`src/rtl/lsu_ctrl.sv`:
```
// Load/store unit controller: decodes memory ops, runs a req/ack handshake with data
// memory, formats store lanes and extends load data. Stalls the pipeline while busy.
// Optional feature macro: LSU_TIMEOUT_EN (bounded wait in REQ, reports a bus error).
module lsu_ctrl #(
  parameter int unsigned ADDR_W      = 32,
  parameter int unsigned TIMEOUT_CYC = 255
) (
  input  logic              i_clk,
  input  logic              i_reset,
  input  logic              i_req,
  input  logic              i_rden,
  input  logic              i_mem_wren,
  input  logic [2:0]        i_ld_rewrite,
  input  logic [1:0]        i_st_rewrite,
  input  logic [ADDR_W-1:0] i_addr,
  input  logic [31:0]       i_st_data,
  output logic              o_stall,
  output logic              o_done,
  output logic [31:0]       o_ld_data,
  output logic              o_misalign,
  output logic              o_bus_err,
  output logic              o_mem_req,
  output logic              o_mem_we,
  output logic [ADDR_W-1:0] o_mem_addr,
  output logic [31:0]       o_mem_wdata,
  output logic [3:0]        o_mem_bmask,
  input  logic              i_mem_ack,
  input  logic [31:0]       i_mem_rdata
);

  typedef enum logic [1:0] {StIdle, StReq, StDone} state_e;

  state_e            r_state;
  logic              r_done, r_misalign, r_bus_err;
  logic              r_mem_req, r_mem_we;
  logic [ADDR_W-1:0] r_mem_addr;
  logic [31:0]       r_mem_wdata, r_ld_data;
  logic [3:0]        r_mem_bmask;
  logic [1:0]        r_off, r_size;
  logic              r_sext;

`ifdef LSU_TIMEOUT_EN
  localparam int unsigned CNT_W = $clog2(TIMEOUT_CYC + 1);
  localparam logic [CNT_W-1:0] CntLast = CNT_W'(TIMEOUT_CYC - 1);
  logic [CNT_W-1:0]  r_cnt;
`endif

  // w_size: 0=byte, 1=half, 2=word
  logic       w_is_st, w_is_ld, w_misal, w_start, w_sext;
  logic [1:0] w_size;
  logic [31:0] w_wdata, w_ld_fmt;
  logic [3:0]  w_bmask;
  logic [7:0]  w_byte;
  logic [15:0] w_half;

  // Decode op kind, access size, signedness and alignment
  always_comb begin
    w_is_st = i_mem_wren & (i_st_rewrite != 2'd3);
    w_is_ld = ~w_is_st & i_rden & (i_ld_rewrite <= 3'd4);
    w_size  = 2'd2;
    w_sext  = 1'b0;
    if (w_is_st) begin
      w_size = i_st_rewrite;
    end else begin
      case (i_ld_rewrite)
        3'd0:    begin w_size = 2'd0; w_sext = 1'b1; end
        3'd1:    begin w_size = 2'd1; w_sext = 1'b1; end
        3'd3:    w_size = 2'd0;
        3'd4:    w_size = 2'd1;
        default: w_size = 2'd2;
      endcase
    end
    w_misal = ((w_size == 2'd1) & i_addr[0]) | ((w_size == 2'd2) & (|i_addr[1:0]));
    w_start = i_req & (w_is_st | w_is_ld) & ~w_misal;
  end

  // Byte-lane mask and replicated store data; loads drive zero write data
  always_comb begin
    case (w_size)
      2'd0: begin
        w_bmask = 4'b0001 << i_addr[1:0];
        w_wdata = {4{i_st_data[7:0]}};
      end
      2'd1: begin
        w_bmask = i_addr[1] ? 4'b1100 : 4'b0011;
        w_wdata = {2{i_st_data[15:0]}};
      end
      default: begin
        w_bmask = 4'b1111;
        w_wdata = i_st_data;
      end
    endcase
    if (!w_is_st) w_wdata = '0;
  end

  // Select and extend the returned word using the latched offset and size
  always_comb begin
    w_byte = i_mem_rdata[{r_off, 3'b000} +: 8];
    w_half = i_mem_rdata[{r_off[1], 4'b0000} +: 16];
    case (r_size)
      2'd0:    w_ld_fmt = {{24{r_sext & w_byte[7]}}, w_byte};
      2'd1:    w_ld_fmt = {{16{r_sext & w_half[15]}}, w_half};
      default: w_ld_fmt = i_mem_rdata;
    endcase
  end

  // Control FSM with registered memory-side and status outputs
  always_ff @(posedge i_clk) begin
    if (i_reset) begin
      r_state     <= StIdle;
      r_done      <= 1'b0;
      r_misalign  <= 1'b0;
      r_bus_err   <= 1'b0;
      r_mem_req   <= 1'b0;
      r_mem_we    <= 1'b0;
      r_mem_addr  <= '0;
      r_mem_wdata <= '0;
      r_mem_bmask <= '0;
      r_ld_data   <= '0;
      r_off       <= '0;
      r_size      <= '0;
      r_sext      <= 1'b0;
`ifdef LSU_TIMEOUT_EN
      r_cnt       <= '0;
`endif
    end else begin
      r_done     <= 1'b0;
      r_misalign <= 1'b0;
      r_bus_err  <= 1'b0;
      case (r_state)
        StIdle: begin
          if (w_start) begin
            r_state     <= StReq;
            r_mem_req   <= 1'b1;
            r_mem_we    <= w_is_st;
            r_mem_addr  <= {i_addr[ADDR_W-1:2], 2'b00};
            r_mem_wdata <= w_wdata;
            r_mem_bmask <= w_bmask;
            r_off       <= i_addr[1:0];
            r_size      <= w_size;
            r_sext      <= w_sext;
`ifdef LSU_TIMEOUT_EN
            r_cnt       <= '0;
`endif
          end else if (i_req & (w_is_st | w_is_ld) & w_misal) begin
            r_misalign <= 1'b1;
          end
        end
        StReq: begin
          if (i_mem_ack) begin
            r_state   <= StDone;
            r_mem_req <= 1'b0;
            r_done    <= 1'b1;
            r_ld_data <= r_mem_we ? 32'd0 : w_ld_fmt;
          end
`ifdef LSU_TIMEOUT_EN
          else if (r_cnt == CntLast) begin
            r_state   <= StDone;
            r_mem_req <= 1'b0;
            r_done    <= 1'b1;
            r_bus_err <= 1'b1;
            r_ld_data <= '0;
          end else begin
            r_cnt <= r_cnt + 1'b1;
          end
`endif
        end
        StDone:  r_state <= StIdle;
        default: r_state <= StIdle;
      endcase
    end
  end

  // The accept cycle stalls combinationally; REQ always stalls
  assign o_stall     = (r_state == StReq) | ((r_state == StIdle) & w_start);
  assign o_done      = r_done;
  assign o_ld_data   = r_ld_data;
  assign o_misalign  = r_misalign;
  assign o_bus_err   = r_bus_err;
  assign o_mem_req   = r_mem_req;
  assign o_mem_we    = r_mem_we;
  assign o_mem_addr  = r_mem_addr;
  assign o_mem_wdata = r_mem_wdata;
  assign o_mem_bmask = r_mem_bmask;

endmodule

```
`config.mk`:
```
export PLATFORM = sky130hd
export DESIGN_NAME = lsu_ctrl
export DESIGN_NICKNAME = d
export VERILOG_FILES = /design/src/rtl/lsu_ctrl.sv
export SDC_FILE = /design/constraint.sdc
export NUM_CORES = 1
export LEC_CHECK = 0
export CAP_MARGIN = 30
export CORE_ASPECT_RATIO = 1.25
export CORE_MARGIN = 10
export CORE_UTILIZATION = 40
export CTS_BUF_LIST = sky130_fd_sc_hd__clkbuf_8
export CTS_CLUSTER_DIAMETER = 120
export DETAILED_ROUTE_END_ITERATION = 10
export PLACE_DENSITY = 0.77
export SYNTH_ARGS = -nofsm -noshare
export SYNTH_HDL_FRONTEND = slang
export SYNTH_SLANG_ARGS = --single-unit
```
`constraint.sdc`:
```
create_clock -name i_clk -period 1.95 [get_ports i_clk]
set_input_delay 0.195 -clock i_clk [delete_from_list [all_inputs] [get_ports i_clk]]
set_output_delay 0.195 -clock i_clk [all_outputs]
set_load 0.03 [all_outputs]
```
---- Yosys cells after proc, flatten, opt, wreduce, memory -nomap -nowiden ----
Cells that the tools add are included.
word-level totals
  register bits ........................... 109
  bits in latches ......................... 0
  memory bits (writable) .................. 0
  memory bits (read-only) ................. 0
  bits of input ports ..................... 107
  output and inout bits ................... 106
  word-level logic and storage cells ...... 77
  memories ................................ 0
operators by class
  add/subtract/negate cells ............... 0
  multiply operators ...................... 0
  divide/modulo/power cells ............... 0
  $lt $le $gt $ge ......................... 1
  eq/ne operators ......................... 10
  shifts and indexed selects .............. 3
  muxes and demuxes ....................... 18
  bitwise operators ....................... 18
  reductions and logical operators ........ 15
operator list
  operator             number
  $pmux 32 s2          2
  $mux 32              2
  $shiftx 32x6->16     1
  $shiftx 32x6->8      1
  $and 1x1->1          11
  $reduce_or 2->1      5
  $pmux 2 s2           2
  $pmux 4 s2           1
  $eq 2x1->1 const B   3
  $logic_not 2->1      3
  $mux 1               6
  $mux 2               3
  $ne 2x2->1 const B   3
  $reduce_and 2->1     3
  $mux 4               1
  $not 1->1            4
  $shl 1x2->4 const A  1
  $eq 3x1->1 const B   1
  $eq 3x2->1 const B   1
  $eq 3x3->1 const B   1
  $le 3x3->1 const B   1
  $logic_not 3->1      1
  $or 1x1->1           3
  $reduce_and 3->1     1
  4 further kinds      4

---- Logic depth before layout (Yosys ltp) ----
  word-level depth ........................ 11
  depth in mapped cells ................... 9

---- Least setup slack after synthesis ----
Ideal clock, no wire load.
  kind .................................... register to register
  from .................................... register r_mem_we, in the netlist o_mem_we
  to ...................................... register r_ld_data[12], in the netlist o_ld_data[12]
  library setup time ...................... 0.114 ns
  arrival ................................. 1.591 ns
  data required time ...................... 1.836 ns
  path slack .............................. 0.245 ns
  cell stages (with the launch flop) ...... 7
  period minus slack after synthesis ...... 1.705 ns
  cell sequence ........................... dfxtp_1 > clkbuf_1 > or3_1 > clkbuf_1 > clkbuf_1 > a221oi_1 > a21o_1
on the way
  word-level cells in the longest chain between the ends .. 1
RTL lines
  what                    line  source
  from (decl)             35    logic r_mem_req, r_mem_we;
  from (signal assigned)  135   r_mem_we <= w_is_st;
  $mux 32                 154   r_ld_data <= r_mem_we ? 32'd0 : w_ld_fmt;
  to (signal assigned)    154
  to (decl)               37    logic [31:0] r_mem_wdata, r_ld_data;
No other way between the ends.
A chain may end at the register's enable or synchronous reset.

---- Worst setup path after layout ----
  from .................................... input port i_mem_wren
  to ...................................... output port o_stall
on the way
  word-level cells in the longest chain between the ends .. 9
  elaborated cells between the ends (all ways) .. 16
  classes of those cells .................. eq/ne (2); mux (1); bitwise (13)
RTL lines
  what                                      line    source
  from (decl)                               12      input logic i_mem_wren,
  $and 1x1->1 (*)                           58      w_is_st = i_mem_wren & (i_st_rewrite != 2'd3);
  $mux 2 or $not 1->1 (tied branches)       62, 59
  $eq 2x1->1, or another cell as far along  73      w_misal = ((w_size == 2'd1) & i_addr[0]) | ((w_size == 2'd2) & (|i_addr[1:0]));
  $and 1x1->1 (on tied branches)            73, 59
  $or 1x1->1 (on tied branches)             73, 74
  $not 1->1 or $and 1x1->1 (tied branches)  74      w_start = i_req & (w_is_st | w_is_ld) & ~w_misal;
  $and 1x1->1 (*)                           74
  $and 1x1->1 (*)                           175     assign o_stall = (r_state == StReq) | ((r_state == StIdle) & w_start);
  $or 1x1->1 (*)                            175
  to (decl)                                 17      output logic o_stall,
Every way passes the cells marked *; elsewhere a longest branch is shown, timed or not.

==> reports/qor.yml <==
leakagePower_uw: 0.00270
grt_pass1_vias: 5200
hold_buffers: 0
initial_core_util_pct: 40.9
synth-edff-count: 0
cts_tree: "built"
synth_top_area_cell: "dfxtp_1"
synth_flop_cell: "dfxtp_1"
worst_pin_slew_ns: 0.593
layout_commonest_cell: "clkdlybuf4s50_1"
status: "finished, final reports clean"
core_area_mm2: 0.0116
synthToLayoutAreaGrowth_pct: 55.7
synth_area_leaders: "dfxtp_1 (46%), nand2_1 (9.6%), a21oi_1 (7.7%), mux2i_1 (4.0%), o21ai_0 (3.6%)"
fin_hold_ws_ns: 0.117
grt-ovfl-total: 0
cp.arrival_ns: 1.66
antenna_found_initial: 0
port-buffer-count: 209
insertion_delay_ns: 0.35
placed_cell_area_mm2: 0.00719
cts_buffers: 9
slew_headroom_pct: 60.3
syn_area_mm2: 0.00475
finClkSkew_ns: 0.0108
powerDensity_mw_per_mm2: 648
syn_avg_cell_area_um2: 8.31
die_area_mm2: 0.0167
startpoint_type: "input port"
clkSlewWorstSetupHoldPaths_ns: 0.10
drc: 0
post-route-period-util_pct: 95.0
diodes: 0
fmax_ghz: 0.540
synth_seq_cells: 109
drv_slew: 0
ys_warn_count: 0
grt_pass1_wl_um: 27100
rows: 44
rsz0062_at_grt: "false"
drive_above_1_share_pct: 9.36
synth_seq_area_share_pct: 45.9
grt_start_max_net_pins: 66
root_buffer: "clkbuf_8"
htreeDepth: 3
cts.sinks: 109
nFillCells: 998
final_cell_mix: "clkdlybuf4s50_1 (201), nand2_1 (122), dfxtp_1 (108)"
dpl.hpwl_um: 13300
period_needed_ns: 1.85
dr.pass1.iters: 4
die_h_um: 142
cp_max_fo: 5
vias: 4935
fin_area_mm2: 0.00740
pin_count: 213
cp-end-kind: "output pin"
clock_path_buffers: 2
finalHoldViolations: 0
routabilityCongestion: 0.873
synthArstFlopShare_pct: 0
maxCapViolations: 0
synth_top_area_share_pct: 45.9
die_width_um: 118
hp-class: "input port to register"
cp.required_ns: 1.75
irDropWorstVdd_uv: 419
drtIter0Drc: 243
detail_route.wl_per_cell_um: 17.7
viasPerCell: 5.18
fin_nets: 894
crit_type: "input port to output pin"
synth.distinct_cells: 46
syn-instance-count: 572
finalSetupViolCount: 0
grt_usage_pct: 19.7
ant_nets: 0
wl_um: 16900
## stage by stage
stage	setup slack [ns]	TNS [ns]	cells	utilization, %	total power [uW]
detailed placement	-0.372	-23.93	936	61.9	3590
CTS	0.000207	0	952	63.6	4840
floorplan	0.245	0	574	-	2990
global placement	-0.288	-18.67	936	61.9	3570
finish	0.0984	0	952	63.7	4790
global route	0.0111	0	952	63.7	5020
## cell type report
type | count | area (um^2) | share of cell area, %
timing repair buffer | 252 | 2460 | 33.2
multi-input combinational | 402 | 2330 | 31.5
inverter | 13 | 48.8 | 0.659
tap | 161 | 201 | 2.72
clock inverter | 4 | 25.0 | 0.338
sequential | 109 | 2180 | 29.5
clock buffer | 11 | 151 | 2.05
## layer usage
metal	GRT usage, %	vias to the layer above	part of all wire (%)
li1	-	2428	-
met1	20.9	2309	39
met2	35.3	176	51
met3	7.07	22	8.0
met4	6.78	0	2.1
met5	0	-	0
## final timing paths
check                       from              to  slack [ns]  cells after the start
hold / removal           i_reset          r_sext        0.12                      2
hold reg to reg   o_mem_wdata[2]  o_mem_wdata[2]        0.46                      2
setup reg to reg        r_off[1]    o_ld_data[4]        0.14                      7
setup / recovery      i_mem_wren         o_stall         0.1                      7
## power by group
part / internal (uW) / switching, uW / leakage, uW
clock network: 525 / 722 / 0.0000926
registers: 2310 / 56.5 / 0.000884
logic: 552 / 627 / 0.00172
total: 3390 / 1410 / 0.00270
## cells by family (layout without fill, tap and decap cells)
kind of cell | Yosys count | count (layout) | synth area share [%]
xor+xnor | 2 | 2 | 0.369
flops | 109 | 109 | 45.9
buf+inv | 63 | 280 | 5.87
mux | 20 | 20 | 4.24
compound gates | 178 | 178 | 24.6
other cells | 1 | 3 | 0.0789
simple gates | 199 | 199 | 19.0
## Yosys cell counts (2+ instances only)
library cell  number
o221ai_1           8
nor2b_1            4
clkbuf_1          28
a221oi_1           8
nor2_1            23
a2111o_1           8
a21oi_1           73
nand2b_1           5
nand2_1          122
dfxtp_1          109
or3_1              9
a21o_1             8
nand3_1            9
o21bai_1           2
or2_2              2
buf_2             13
buf_4              5
buf_1              3
nor3_1             2
o2bb2ai_1          8
o31a_1             2
nand3b_1          18
o21ai_0           34
inv_1             12
mux2i_1           19
o31ai_1           16
a311oi_1           3
## state kept, by name, indices dropped and copies added, names as in the netlist
name and flops:
o_mem_req 1, o_mem_bmask 4, o_mem_we 1, r_sext 1
o_done 1, o_ld_data 32, o_misalign 1, o_mem_addr 30
r_state 2, r_off 2, r_size 2, o_mem_wdata 32
## repair_timing
| action | 4_1_cts | 5_1_grt |
|---|---|---|
| cloned | 0 | 0 |
| pin swaps | 1 | 0 |
| buffers inserted | 1 | 0 |
| endpoints found under the setup margin | 10 | 15 |
| gates resized for setup | 11 | 3 |
## critical path, stage by stage
cell and delay [ns]:
dlygate4sd2_1 0.29, a21boi_2 0.19, buf_4 0.14, a32o_2 0.29
o31a_2 0.14, or2_4 0.27, buf_6 0.14
No activity file was read; power rests on OpenSTA's default activity.
